### config.mk
export PLATFORM = sky130hd
export DESIGN_NAME = video_compositor_flat
export DESIGN_NICKNAME = d
export VERILOG_FILES = /design/src/rtl/video_compositor_pkg.sv /design/src/rtl/video_compositor_if.sv /design/src/rtl/video_compositor_prio_select.sv /design/src/rtl/video_compositor.sv /design/src/flat_wrapper.sv
export SDC_FILE = /design/constraint.sdc
export NUM_CORES = 1
export LEC_CHECK = 0
export ABC_AREA = 1
export ABC_CLOCK_PERIOD_IN_PS = 1380
export CORE_MARGIN = 2
export CORE_UTILIZATION = 45
export DETAILED_ROUTE_END_ITERATION = 8
export PLACE_DENSITY = 0.72
export SLEW_MARGIN = 20
export SYNTH_ARGS = -nofsm -noshare
export SYNTH_HDL_FRONTEND = slang
export SYNTH_SLANG_ARGS = --single-unit
### constraint.sdc
create_clock -name clk -period 1.38 [get_ports clk]
set_input_delay 0.138 -clock clk [delete_from_list [all_inputs] [get_ports clk]]
set_output_delay 0.138 -clock clk [all_outputs]
set_load 0.01 [all_outputs]
### src/rtl/video_compositor_pkg.sv
// Shared constants for the VGA layer compositor: default widths, blank colour
// and the fixed layer assignment used by the game's pixel path.
package video_compositor_pkg;

  localparam int NUM_LAYERS_DEF  = 5;
  localparam int COLOR_W_DEF     = 6;
  localparam int FLASH_DIV_DEF   = 5;
  localparam int BLANK_COLOR_DEF = 0;

  typedef enum logic [2:0] {
    BORDER = 3'd0,
    PADDLE = 3'd1,
    BLOCKS = 3'd2,
    BALL   = 3'd3,
    LIVES  = 3'd4
  } layer_idx_e;

endpackage

### src/rtl/video_compositor_if.sv
// Pixel-path bundle between the object generators (master) and the compositor
// (slave): layer inputs, config masks and the registered composited outputs.
interface video_compositor_if #(
  parameter int NUM_LAYERS = 5,
  parameter int COLOR_W    = 6
);
  logic                          in_frame;
  logic                          frame_start;
  logic [COLOR_W-1:0]            background;
  logic [NUM_LAYERS*COLOR_W-1:0] layer_color;
  logic [NUM_LAYERS-1:0]         layer_en;
  logic                          cfg_we;
  logic [NUM_LAYERS-1:0]         cfg_layer_mask;
  logic [NUM_LAYERS-1:0]         cfg_flash_mask;
  logic [COLOR_W-1:0]            out;
  logic                          out_valid;
  logic [NUM_LAYERS-1:0]         collision;

  modport master (
    output in_frame, frame_start, background, layer_color, layer_en,
           cfg_we, cfg_layer_mask, cfg_flash_mask,
    input  out, out_valid, collision
  );

  modport slave (
    input  in_frame, frame_start, background, layer_color, layer_en,
           cfg_we, cfg_layer_mask, cfg_flash_mask,
    output out, out_valid, collision
  );
endinterface

### src/rtl/video_compositor_prio_select.sv
// Combinational lowest-index-wins priority encoder; reports whether any request
// is set and the index of the winning one.
module prio_select #(
  parameter  int N     = 5,
  localparam int IDX_W = (N > 1) ? $clog2(N) : 1
) (
  input  logic [N-1:0]     req_i,
  output logic             hit_o,
  output logic [IDX_W-1:0] idx_o
);

  // Scan from the top so the lowest set index is the last one written.
  always_comb begin
    hit_o = 1'b0;
    idx_o = '0;
    for (int i = N - 1; i >= 0; i--) begin
      if (req_i[i]) begin
        hit_o = 1'b1;
        idx_o = IDX_W'(i);
      end
    end
  end

endmodule

### src/rtl/video_compositor.sv
// Two-stage registered layer compositor with frame-shadowed enable/flash masks
// and per-frame sticky layer-overlap flags.
module video_compositor
  import video_compositor_pkg::*;
#(
  parameter int                 NUM_LAYERS  = NUM_LAYERS_DEF,
  parameter int                 COLOR_W     = COLOR_W_DEF,
  parameter logic [COLOR_W-1:0] BLANK_COLOR = COLOR_W'(BLANK_COLOR_DEF),
  parameter int                 FLASH_DIV   = FLASH_DIV_DEF
) (
  input  logic               clk,
  input  logic               rst_n,
  video_compositor_if.slave  vid
);

  localparam int IDX_W = (NUM_LAYERS > 1) ? $clog2(NUM_LAYERS) : 1;

  typedef logic [NUM_LAYERS-1:0] mask_t;

  mask_t                pend_mask_q,  pend_mask_d;
  mask_t                act_mask_q,   act_mask_d;
  mask_t                pend_flash_q, pend_flash_d;
  mask_t                act_flash_q,  act_flash_d;
  logic [FLASH_DIV-1:0] frame_cnt_q,  frame_cnt_d;
  logic                 flash_phase;
  mask_t                eff;

  mask_t                eff_q;
  logic [COLOR_W-1:0]   col_q [NUM_LAYERS];
  logic [COLOR_W-1:0]   bg_q;
  logic                 in_frame_q;

  logic                 sel_hit;
  logic [IDX_W-1:0]     sel_idx;
  logic [COLOR_W-1:0]   out_q, out_d;
  logic                 out_valid_q;

  mask_t                acc_q, acc_d;
  mask_t                coll_q, coll_d;
  logic                 multi_hit;
  mask_t                new_hits;

  // A write coinciding with frame_start bypasses pending and lands in active.
  always_comb begin
    pend_mask_d  = vid.cfg_we ? vid.cfg_layer_mask : pend_mask_q;
    pend_flash_d = vid.cfg_we ? vid.cfg_flash_mask : pend_flash_q;
    act_mask_d   = vid.frame_start ? pend_mask_d  : act_mask_q;
    act_flash_d  = vid.frame_start ? pend_flash_d : act_flash_q;
    frame_cnt_d  = vid.frame_start ? frame_cnt_q + FLASH_DIV'(1) : frame_cnt_q;
    flash_phase  = frame_cnt_d[FLASH_DIV-1];
    eff          = vid.layer_en & act_mask_d & ~(act_flash_d & {NUM_LAYERS{flash_phase}});
  end

  prio_select #(.N(NUM_LAYERS)) u_prio (
    .req_i (eff_q),
    .hit_o (sel_hit),
    .idx_o (sel_idx)
  );

  always_comb begin
    out_d = BLANK_COLOR;
    if (in_frame_q) out_d = sel_hit ? col_q[sel_idx] : bg_q;
  end

  // Overlap pixels seen on the frame_start cycle belong to the new frame.
  always_comb begin
    multi_hit = in_frame_q && ((eff_q & (eff_q - mask_t'(1))) != '0);
    new_hits  = multi_hit ? eff_q : '0;
    if (vid.frame_start) begin
      coll_d = acc_q;
      acc_d  = new_hits;
    end else begin
      coll_d = coll_q;
      acc_d  = acc_q | new_hits;
    end
  end

  always_ff @(posedge clk or negedge rst_n) begin
    if (!rst_n) begin
      pend_mask_q  <= '1;
      act_mask_q   <= '1;
      pend_flash_q <= '0;
      act_flash_q  <= '0;
      frame_cnt_q  <= '0;
      eff_q        <= '0;
      bg_q         <= '0;
      in_frame_q   <= 1'b0;
      for (int i = 0; i < NUM_LAYERS; i++) col_q[i] <= '0;
      out_q        <= BLANK_COLOR;
      out_valid_q  <= 1'b0;
      acc_q        <= '0;
      coll_q       <= '0;
    end else begin
      pend_mask_q  <= pend_mask_d;
      act_mask_q   <= act_mask_d;
      pend_flash_q <= pend_flash_d;
      act_flash_q  <= act_flash_d;
      frame_cnt_q  <= frame_cnt_d;
      eff_q        <= eff;
      bg_q         <= vid.background;
      in_frame_q   <= vid.in_frame;
      for (int i = 0; i < NUM_LAYERS; i++) col_q[i] <= vid.layer_color[i*COLOR_W +: COLOR_W];
      out_q        <= out_d;
      out_valid_q  <= in_frame_q;
      acc_q        <= acc_d;
      coll_q       <= coll_d;
    end
  end

  assign vid.out       = out_q;
  assign vid.out_valid = out_valid_q;
  assign vid.collision = coll_q;

endmodule
### src/flat_wrapper.sv
// flat-port wrapper written by rule: the top's interface ports become plain ports
module video_compositor_flat import video_compositor_pkg::*;
#(
  parameter int                 NUM_LAYERS  = NUM_LAYERS_DEF,
  parameter int                 COLOR_W     = COLOR_W_DEF,
  parameter logic [COLOR_W-1:0] BLANK_COLOR = COLOR_W'(BLANK_COLOR_DEF),
  parameter int                 FLASH_DIV   = FLASH_DIV_DEF
)
  (clk, rst_n, vid_in_frame, vid_frame_start, vid_background, vid_layer_color, vid_layer_en, vid_cfg_we, vid_cfg_layer_mask, vid_cfg_flash_mask, vid_out, vid_out_valid, vid_collision);
  video_compositor_if #(.NUM_LAYERS(NUM_LAYERS), .COLOR_W(COLOR_W)) vid_i ();
  input  logic clk;
  input  logic rst_n;
  input wire logic [$bits(vid_i.in_frame)-1:0] vid_in_frame;
  input wire logic [$bits(vid_i.frame_start)-1:0] vid_frame_start;
  input wire logic [$bits(vid_i.background)-1:0] vid_background;
  input wire logic [$bits(vid_i.layer_color)-1:0] vid_layer_color;
  input wire logic [$bits(vid_i.layer_en)-1:0] vid_layer_en;
  input wire logic [$bits(vid_i.cfg_we)-1:0] vid_cfg_we;
  input wire logic [$bits(vid_i.cfg_layer_mask)-1:0] vid_cfg_layer_mask;
  input wire logic [$bits(vid_i.cfg_flash_mask)-1:0] vid_cfg_flash_mask;
  output wire logic [$bits(vid_i.out)-1:0] vid_out;
  output wire logic [$bits(vid_i.out_valid)-1:0] vid_out_valid;
  output wire logic [$bits(vid_i.collision)-1:0] vid_collision;
  assign vid_i.in_frame = vid_in_frame;
  assign vid_i.frame_start = vid_frame_start;
  assign vid_i.background = vid_background;
  assign vid_i.layer_color = vid_layer_color;
  assign vid_i.layer_en = vid_layer_en;
  assign vid_i.cfg_we = vid_cfg_we;
  assign vid_i.cfg_layer_mask = vid_cfg_layer_mask;
  assign vid_i.cfg_flash_mask = vid_cfg_flash_mask;
  assign vid_out = vid_i.out;
  assign vid_out_valid = vid_i.out_valid;
  assign vid_collision = vid_i.collision;
  video_compositor #(.NUM_LAYERS(NUM_LAYERS), .COLOR_W(COLOR_W), .BLANK_COLOR(BLANK_COLOR), .FLASH_DIV(FLASH_DIV)) u_core (.clk(clk), .rst_n(rst_n), .vid(vid_i));
endmodule
==> Yosys cells after proc, flatten, opt, wreduce, memory -nomap -nowiden <==
Index checks and enable logic that the tools add are counted.
Widths: inputs -> output; s select.
{ "classes": {"add_sub_neg": 2, "magnitude_cmp": 1, "muxes": 22, "bitwise_logic": 7, "n_reduce_logical": 2} }
{ "ops": {"columns": ["op", "n"], "rows": [
  ["$mux 5", 7],
  ["$mux 6", 4],
  ["$and 5x5->5", 4],
  ["$bmux 6 s3", 1],
  ["$mux 3", 5],
  ["$add 5x1->5 const B", 1],
  ["$mux 1", 5],
  ["$not 5->5", 1],
  ["$or 5x5->5", 1],
  ["$reduce_bool 5->1", 1],
  ["$sub 5x1->5 const B", 1],
  ["$ge 4x4->1 const B", 1],
  ["$not 3->4", 1],
  ["$logic_and 1x1->1", 1]
]} }
{ "totals": {"ff_bits": 84, "out_inout_bits": 12, "elab_cells": 52} }

==> Depth between registers and ports, before layout <==
Gate-level depths: netlist (run 1).
{ "logic_depth": {"word_depth": 11, "depth_mapped": 9, "ltp_nobuf": 9} }

==> By module <==
From an unflattened synthesis (run 1), not the netlist that was laid out.
{ "unflattened": {"cells_unflattened": 320, "hier_area_um2": 3226.8} }
{ "modules_own_cells": {"columns": ["module", "instances", "cells_each", "area_per_inst_um2"], "rows": [
  ["video_compositor", 1, 309, 3173.0],
  ["prio_select", 1, 11, 53.8]
]} }

==> Least setup slack after synthesis (run 1) <==
OpenSTA, ideal clock, no wires.
{ "synth_path": {"kind": "register to register", "from": "reg u_core.eff_q[2]", "to": "reg u_core.out_q[0], in the netlist u_core.vid.out[0]", "setup_ns": 0.126, "t_arrival_ns": 1.072, "t_required_ns": 1.254, "slack_ns": 0.183, "stages_incl_launch_ff": 7, "period_less_slack_ns": 1.197, "cell_sequence": "dfrtp_1 -> nor2_2 -> nand2_2 -> inv_1 -> nand2_2 -> o21ai_0 -> a21oi_2"} }
{ "synth_via": {"elab_chain_cells": 9} }
{ "synth_lines": {"columns": ["element", "line_no", "source"], "rows": [
  ["from (decl)", "video_compositor.sv:28", "mask_t eff_q;"],
  ["from (signal assigned)", "video_compositor.sv:85", "eff_q <= '0;"],
  ["from (signal assigned)", "video_compositor.sv:99", "eff_q <= eff;"],
  ["$mux 3 (3 in series)", "video_compositor_prio_select.sv:17", "if (req_i[i]) begin"],
  ["$not 3->4 (implied by the code)", "video_compositor.sv:62", "if (in_frame_q) out_d = sel_hit ? col_q[sel_idx] : bg_q;"],
  ["$bmux 6 s3", "video_compositor.sv:62", null],
  ["$mux 6 (implied by the code) (2 in series)", "video_compositor.sv:62", null],
  ["$mux 6 * (2 in series)", "video_compositor.sv:62", null],
  ["net u_core.out_d[0]", "video_compositor.sv:35", "logic [COLOR_W-1:0] out_q, out_d;"],
  ["to (signal assigned)", "video_compositor.sv:103", "out_q <= out_d;"],
  ["to (decl)", "video_compositor.sv:35", null]
]} }
Mark *: on every way through the listed nets, which the timed path passes. The rest lies on a longest branch. The select of a mux whose other input is x is not followed.
A chain may end at the register's enable or synchronous reset.

==> Worst setup path after layout (run 1) <==
{ "layout_path": {"from": "reg u_core.eff_q[3]", "to": "reg u_core.out_q[2], in the netlist u_core.vid.out[2]"} }
{ "layout_via": {"elab_chain_cells": 10} }
{ "layout_lines": {"columns": ["element", "line_no"], "rows": [
  ["$mux 3 (4 in series)", "video_compositor_prio_select.sv:17"],
  ["$not 3->4 (implied by the code)", "video_compositor.sv:62"],
  ["$bmux 6 s3", "video_compositor.sv:62"],
  ["$mux 6 (implied by the code) (2 in series)", "video_compositor.sv:62"],
  ["$mux 6 * (2 in series)", "video_compositor.sv:62"],
  ["net u_core.out_d[2]", "video_compositor.sv:35"]
]} }
Marks and branches as above.

==> qor.csv, run 1 <==
metric;value;unit
endpoints failing hold;0;
CP required;1650;ps
I/O Buffers;67;
Tcrit/Tclk final;101;%
clk slew on worst S/H paths;90;ps
vias in the first global route;2195;
Buf/Inv on CP;2;
core box area;6760;sq um
EDFF count, synth;0;
Worst VDD drop;0.000880;V
# nets final;430;
DRT antenna net count;0;
Synth area leaders;dfrtp_1 (59%), nand2_1 (10%), dfstp_2 (8.4%), nand3_1 (5.3%), mux2_2 (3.6%);
yosys warns;0;
main flop type after synthesis;dfrtp_1;
Syn Nets;337;
Gate Count Post-Synth;280;
CP Launch Type;flop;
critical path's slowest cell;dfrtp_2;
Num CTS Buffers;9;
total number of vias;2261;
Hold Slack;215;ps
Max Cap Viol;0;
layout cells sized above 1;26.5;%
Avg WL per Cell;14.1;um
Synth top cells by count;nand2_1 (86), dfrtp_1 (74), nand3_1 (33), inv_1 (13), nand2_2 (11);
CTS tree;built;
Worst Clk Skew;12.8;ps
Die X;87.6;um
Setup crit start;u_core.eff_q[3];
Initial Util;46.5;%
dominant cell type by area after synthesis;dfrtp_1;
Worst R2R Start;u_core.eff_q[3];
Final setup viols;1;
row count;30;
die height;87.6;um
placed inst area;3990;sq um
fin area;4380;sq um
Worst EP arrival;1670;ps
GP Congestion;0.773;
Total Routing Usage GR;17.2;%
multi-input logic area;1010;sq um
# IOs;68;
Post-Place Cells;436;
post-synth top area share;58.9;%
CTS Buffer Depth;2;
outcome;finished with violations;
Fmax;0.718;GHz
Register Area;2120;sq um
synth unique cells;26;
sequential element share of the synthesized area;67.3;%
initial antenna violation count;0;
Root Buffer;clkbuf_8;
drt initial violations;155;
area grow syn2layout;39.5;%
Syn Area/Cell;11.2;sq um
Pre-antenna DRT Iters;4;
Max stage delay on crit path;450;ps
Util after Layout;64.9;%
post-synthesis cell area;3140;sq um
most frequent cell after synthesis;nand2_1;
mux cell area share after synthesis;3.58;%
xor and xnor area share after synthesis;1.12;%
RSZ-0062 raised after global routing;true;
worst hold path class;primary input to flop;
cell breakdown of the critical path;nor2_4 > buf_4 > nor2_4 > buf_4 > nand3_1 > nand3_2 > a21oi_2;
Slew Limit Fails;0;
GR Overflow Total;0;
via density per instance;4.94;
Slew HR;72.7;%
Detail Placement HPWL;4.32;mm
Critical Path End Type;flop;
combinational family with the most area after synthesis;simple AND/OR/NAND/NOR gates;
CP max FO;6;
PwrDens;1410;nW/um^2
simple logic cell fraction of the synthesized area;20.1;%
crit path time final;1390;ps
worst slew pin tran;410;ps
Pwr Total;6.16;mW
FFs w/ async S/R, synth;100;%
largest net degree at the start of global routing;47;
CP delay by family, top;flip-flops;
filler cell count;540;
DRC;0;
crit path kind;flop to flop;
Clock Sinks;84;
failing checks;setup timing;
Synth Area in Compound Gates;3.62;%
Leak Pwr;2.14;nW
Diodes inserted;0;
final WL;6.47;mm
fin worst setup slack;-13.4;ps
non-filler instance count after layout;458;
hold_sp;vid_in_frame;
first-pass GRT wire length;9.85;mm
htree depth;3;
register bit total from synthesis;84;
die area;7670;sq um
adder-cell share of the synthesized area;0.398;%
worst skew pair latency;350;ps
cells in the final DEF, fill, tap and decap left out:
cell type | Yosys | final
nor2_2 | 2 | 1
nand4_1 | 2 | 2
xor2_1 | 2 | 2
dlygate4sd3_1 | 0 | 1
buf_6 | 0 | 1
nand3_1 | 33 | 23
o211ai_1 | 2 | 2
nand2_2 | 11 | 11
mux2_2 | 10 | 10
clkinv_2 | 0 | 3
inv_1 | 13 | 9
clkdlybuf4s50_1 | 0 | 56
nor2_1 | 2 | 1
o21ai_0 | 4 | 1
o2111ai_2 | 0 | 1
dfrtp_2 | 0 | 2
ha_1 | 1 | 1
inv_2 | 3 | 7
clkbuf_8 | 0 | 10
buf_4 | 3 | 18
nand2_8 | 1 | 3
dfstp_2 | 10 | 10
dlymetal6s2s_1 | 0 | 6
dlygate4sd2_1 | 0 | 4
buf_8 | 0 | 2
xnor2_1 | 2 | 2
a21oi_1 | 7 | 7
a21oi_2 | 4 | 4
buf_12 | 1 | 1
o21ai_1 | 0 | 3
nand3_2 | 0 | 10
bufinv_16 | 0 | 2
nor2_4 | 1 | 3
dfrtp_1 | 74 | 72
nand2_4 | 1 | 1
clkbuf_1 | 0 | 1
nand2_1 | 86 | 85
worst paths after layout:
path / endpoint / slack, ps / depth (start not counted)
worst max-delay path: u_core.vid.out[2] / -10 / 7
worst min-delay path: u_core.in_frame_q / 210 / 1
worst max register to register: u_core.vid.out[2] / -10 / 7
worst min register to register: u_core.vid.collision[4] / 470 / 2
max in group asynchronous: u_core.act_mask_q[4] / 580 / 3
min in group asynchronous: u_core.frame_cnt_q[4] / 230 / 2
worst reg2reg max path: cells and delay by family (launching register included):
family                 cells  cell delay (ps)
DFF                        1              450
AOI/OAI and AO/OA          1              160
and+or+nand+nor            4              420
buffers and inverters      2              290
flip-flops by register name, summed over array words and instances (netlist names):
| register | flops |
|---|---|
| u_core.vid.out_valid | 1 |
| u_core.frame_cnt_q | 5 |
| u_core.in_frame_q | 1 |
| u_core.col_q | 30 |
| u_core.bg_q | 6 |
| u_core.pend_flash_q | 5 |
| u_core.acc_q | 5 |
| u_core.pend_mask_q | 5 |
| u_core.eff_q | 5 |
| u_core.act_flash_q | 5 |
| u_core.vid.collision | 5 |
| u_core.act_mask_q | 5 |
| u_core.vid.out | 6 |
power by group:
part           internal (mW)  switching, mW
sequential              2.76          0.150
clock                   1.06          0.826
combinational          0.641          0.721
area by class of cell:
class | instances | area share (%)
Sequential cell | 84 | 48.3
Multi-Input combinational cell | 173 | 23.1
Timing Repair Buffer | 89 | 20.0
Clock buffer | 11 | 3.23
Tap cell | 80 | 2.28
Clock inverter | 5 | 1.71
Inverter | 16 | 1.37
per-layer routing:
layer  share of wire (%)  track usage, %  wire length, um  vias to the layer above
met3                 3.8            3.39              248                       14
met4                 2.1            7.97              134                        0
met1                  42            22.5             2680                     1105
li1                    -               -                -                     1088
met2                  53            27.8             3400                       54
met5                   0               0                0                        -
metrics by stage:
| step | TNS, ps | setup WS, ps |
|---|---|---|
| 5_1_grt | -270 | -89.8 |
| 2_1_floorplan | 0 | 183 |
| 3_3_place_gp | -569 | -70.2 |
| 3_5_place_dp | -862 | -122 |
| 6_report | -13.4 | -13.4 |
| 4_1_cts | 0 | 0.195 |
logic make-up after synthesis:
group           count (synthesis)
compound gates                 18
simple gates                  139
fa+ha+maj                       1
buf+inv                        24
xor+xnor                        4
flops                          84
mux                            10
repair_timing:
| action | in CTS | in global routing |
|---|---|---|
| hold buffers | 1 | 0 |
| setup buffers | 0 | 4 |
| hold endpoints to repair | 23 | 0 |
| gates cloned | 0 | 1 |
| resized for setup | 6 | 36 |
| pin swaps | 0 | 13 |
| setup endpoints to repair | 10 | 17 |
No activity file was read; power rests on OpenSTA's default activity.
==> inputs of run 2 (changes only) <==
--- a/config.mk
+++ b/config.mk
@@ -7,7 +7,6 @@
 export LEC_CHECK = 0
 export ABC_AREA = 1
 export ABC_CLOCK_PERIOD_IN_PS = 1380
-export CORE_MARGIN = 2
 export CORE_UTILIZATION = 45
 export DETAILED_ROUTE_END_ITERATION = 8
 export PLACE_DENSITY = 0.72
==> qor.csv, run 2 (same netlist as run 1, synthesis figures left out) <==
metric;value;unit
vias in the first global route;2136;
Clock Sinks;84;
failing checks;DRC, setup timing;
Worst R2R Start;u_core.eff_q[1];
hold-critical path depth;1;
total number of vias;2209;
CP max FO;7;
Slew HR;74.0;%
outcome;finished with violations;
Util after Layout;64.6;%
CTS Buffer Depth;2;
placed inst area;4010;sq um
Biggest register;u_core.col_q;
DRT antenna net count;0;
reg2reg end;u_core.vid.out[5];
endpoints failing hold;0;
Total Routing Usage GR;18.6;%
GR Overflow Total;0;
Avg WL per Cell;13.5;um
max reg flops;30;
die height;85.6;um
clk slew on worst S/H paths;90;ps
Pre-antenna DRT Iters;6;
Worst Reg2Reg Path Length in Cells;7;
CP Launch Type;flop;
CP required;1660;ps
Detail Placement HPWL;4.22;mm
I/O Buffers;67;
Tcrit/Tclk final;102;%
Max Cap Viol;0;
Worst EP arrival;1690;ps
Num CTS Buffers;9;
Initial Util;46.5;%
worst slew pin tran;390;ps
CTS tree;built;
Hold Slack;210;ps
worst skew pair latency;350;ps
htree depth;3;
layout cells sized above 1;26.6;%
Setup crit start;u_core.eff_q[1];
crit path kind;flop to flop;
worst hold endpoint;u_core.col_q[19];
Critical Path End Type;flop;
drt initial violations;104;
final WL;6.19;mm
largest net degree at the start of global routing;35;
area grow syn2layout;39.0;%
crit path time final;1400;ps
most common cell after layout, fill and taps aside;nand2_1;
initial antenna violation count;0;
fin worst setup slack;-23.3;ps
# IOs;68;
row count;30;
reg-to-reg slack, setup;-20;ps
Final setup viols;5;
Worst Clk Skew;6.84;ps
worst hold path class;primary input to flop;
Fmax;0.713;GHz
fin area;4370;sq um
RSZ-0062 raised after global routing;true;
Pwr Total;5.89;mW
Worst VDD drop;0.000729;V
most frequent cells in the layout;nand2_1 (83), dfrtp_1 (72), clkdlybuf4s50_1 (54);
Slew Limit Fails;0;
hold_sp;vid_layer_color[7];
via density per instance;4.80;
Leak Pwr;2.11;nW
Diodes inserted;0;
Root Buffer;clkbuf_8;
# nets final;432;
first-pass GRT wire length;10.1;mm
core box area;6760;sq um
Die X;85.6;um
DRC;1;
PwrDens;1350;nW/um^2
setup tns final;-69.6;ps
GP Congestion;0.764;
die area;7320;sq um
-- run 2: cell count changes in the layout (fill, tap and decap cells not counted), moves of 3 or more --
cell,before,now
clkinv_2,3,0
dlygate4sd2_1,4,7
nand3_1,23,26
nand3_2,10,7
o21ai_1,3,0
o21ai_0,1,4
inv_6,0,3
-- run 2: what timing repair did --
action                     4_1_cts  5_1_grt
hold endpoints to repair        24        0
buffers inserted                 0        5
cloned                           0        2
pin swaps                        0       12
setup endpoints to repair       13       14
gates resized for setup         11       27
hold buffers                     1        0
-- run 2: worst max path at each step --
stage / slack [ps] / end
floorplan: 180 / u_core.vid.out[0]
global placement: -90 / u_core.vid.out[4]
detailed placement: -110 / u_core.eff_q[4]
CTS: -0.7 / u_core.vid.out[0]
global route: -120 / u_core.vid.out[0]
finish: -20 / u_core.vid.out[5]
-- run 2: area by class of cell --
type | count | area, sq um
flip-flops and latches | 84 | 2120
repair buffers | 90 | 896
well taps | 80 | 100
inverters | 16 | 62.6
fillers | 544 | 2390
clock inverters | 7 | 58.8
multi-input cells | 174 | 1010
clock buffers | 9 | 124
-- run 2: per-layer routing --
layer  GRT usage (%)  part of all wire (%)  vias up
met4            9.09                   1.9        0
li1                -                     -     1091
met1            25.0                    44     1056
met3            4.33                   3.3       14
met2            28.8                    51       48
met5               0                     0        -
-- run 2: report_power, final --
part	switching, mW	internal [mW]
logic	0.721	0.657
registers	0.151	2.76
clock network	0.920	0.677
-- run 2: per-stage QoR --
step | setup WS [ps] | instances
6_report | -23.3 | 460
5_1_grt | -123 | 460
4_1_cts | -0.673 | 453
3_5_place_dp | -113 | 436
3_3_place_gp | -87.9 | 436
2_1_floorplan | 183 | 280
-- run 2: worst max-delay path, stage by stage (launching register included) --
cell and delay (ps):
dfrtp_1 430, nor2_1 200, nand2_2 130, nor2_4 230, nand3_1 100, nand2_1 70, inv_1 50, a21oi_2 120
==> inputs of run 3 (changes only) <==
--- a/config.mk
+++ b/config.mk
@@ -9,7 +9,8 @@
 export ABC_CLOCK_PERIOD_IN_PS = 1380
 export CORE_UTILIZATION = 45
 export DETAILED_ROUTE_END_ITERATION = 8
-export PLACE_DENSITY = 0.72
+export DONT_BUFFER_PORTS = 1
+export SKIP_LAST_GASP = 1
 export SLEW_MARGIN = 20
 export SYNTH_ARGS = -nofsm -noshare
 export SYNTH_HDL_FRONTEND = slang
==> qor.csv, run 3 (same netlist as run 1, synthesis figures left out) <==
metric;value;unit
outcome;finished with violations;
failing checks;hold timing;
Biggest register;u_core.col_q;
Worst R2R Start;u_core.pend_flash_q[2];
reg2reg end;u_core.pend_flash_q[2];
Worst Clk Skew;8.44;ps
Pre-antenna DRT Iters;4;
crit path kind;flop to flop;
Root Buffer;clkbuf_8;
Critical Path End Type;flop;
# IOs;68;
Leak Pwr;1.97;nW
most common cell after layout, fill and taps aside;nand2_1;
PwrDens;1420;nW/um^2
clk slew on worst S/H paths;90;ps
Hold Slack;-518;ps
Avg WL per Cell;13.8;um
worst slew pin tran;699;ps
reg-to-reg slack, setup;20;ps
RSZ-0062 raised after global routing;true;
largest net degree at the start of global routing;85;
crit path time final;1360;ps
worst hold path class;primary input to async pin;
row count;30;
GP Congestion;0.742;
drt initial violations;101;
Util after Layout;61.7;%
GR Overflow Total;0;
CTS Buffer Depth;2;
htree depth;3;
most frequent cells in the layout;nand2_1 (86), dfrtp_1 (72), dlygate4sd3_1 (62);
CP Launch Type;flop;
Slew Limit Fails;0;
Num CTS Buffers;9;
Fmax;0.736;GHz
Die X;85.6;um
first-pass GRT wire length;10.2;mm
setup tns final;0;ps
die height;85.6;um
CP required;1610;ps
Diodes inserted;0;
endpoints failing hold;84;
initial antenna violation count;0;
CTS tree;built;
Pwr Total;5.92;mW
final WL;6.09;mm
DRT antenna net count;0;
I/O Buffers;0;
CP max FO;2;
Max Cap Viol;0;
Initial Util;46.5;%
core box area;6760;sq um
Worst VDD drop;0.000917;V
DRC;0;
# nets final;413;
Total Routing Usage GR;18.5;%
Tcrit/Tclk final;98.5;%
area grow syn2layout;32.7;%
Slew HR;53.4;%
Clock Sinks;84;
layout cells sized above 1;21.6;%
post-cts hold buffer count;63;
Worst Reg2Reg Path Length in Cells;2;
Worst EP arrival;1590;ps
max reg flops;30;
Setup crit start;u_core.pend_flash_q[2];
total number of vias;2149;
Final setup viols;0;
worst skew pair latency;340;ps
Detail Placement HPWL;3.67;mm
die area;7320;sq um
via density per instance;4.87;
vias in the first global route;2184;
==> run 3: changes by cell type in the layout (fill, tap and decap cells not counted), moves of 5 or more <==
cell	previous run	this run
nand3_2	7	2
nand3_1	26	31
buf_4	17	8
dlygate4sd2_1	7	0
clkdlybuf4s50_1	54	0
dlymetal6s2s_1	5	0
dlygate4sd3_1	1	62
==> run 3: worst max-delay path: stages, from the launching register on <==
cell and delay (ps):
dfrtp_1 390, mux2_2 290, dlygate4sd3_1 570
==> run 3: worst max-delay path by stage <==
stage / to / slack (ps)
2_1_floorplan: u_core.vid.out[0] / 180
4_1_cts: u_core.acc_q[1] / 2
3_3_place_gp: u_core.vid.out[4] / 6
3_5_place_dp: u_core.vid.out[0] / 20
6_report: u_core.pend_flash_q[2] / 20
5_1_grt: u_core.vid.out[4] / -50
==> run 3: layer usage <==
layer  track usage, %  up-vias  share of wire, %
li1                 -     1054                 -
met1             24.8     1036                44
met2             29.3       48                50
met3             3.46       11               3.4
met4             9.09        0               2.3
met5                0        -                 0
==> run 3: what timing repair did <==
item                                   4_1_cts  5_1_grt
setup endpoints to repair                    2       15
gates cloned                                 0        0
endpoints found under the hold margin      155       84
pin swaps                                    0        4
gates resized for setup                      1       17
setup buffers                                0        4
==> run 3: final cells by class <==
type                    instances  area (sq um)
repair buffers                 73           724
flip-flops and latches         84          2120
clock buffers                   9           124
multi-input cells             172           943
well taps                      80           100
fillers                       553          2590
clock inverters                 7          98.8
inverters                      16          60.1
==> run 3: through the flow <==
stage | instance area (sq um) | worst slack, ps | std cells
3_5_place_dp | 3240 | 18.2 | 358
3_3_place_gp | 3240 | 6.46 | 358
5_1_grt | 4170 | -53.3 | 441
2_1_floorplan | 3140 | 183 | 280
4_1_cts | 4090 | 1.64 | 437
6_report | 4170 | 20.6 | 441
==> run 3: power by group <==
part | internal, mW | leakage [nW] | switching (mW)
Sequential | 2.76 | 1.00 | 0.179
Combinational | 0.519 | 0.852 | 0.554
Clock | 1.03 | 0.110 | 0.875
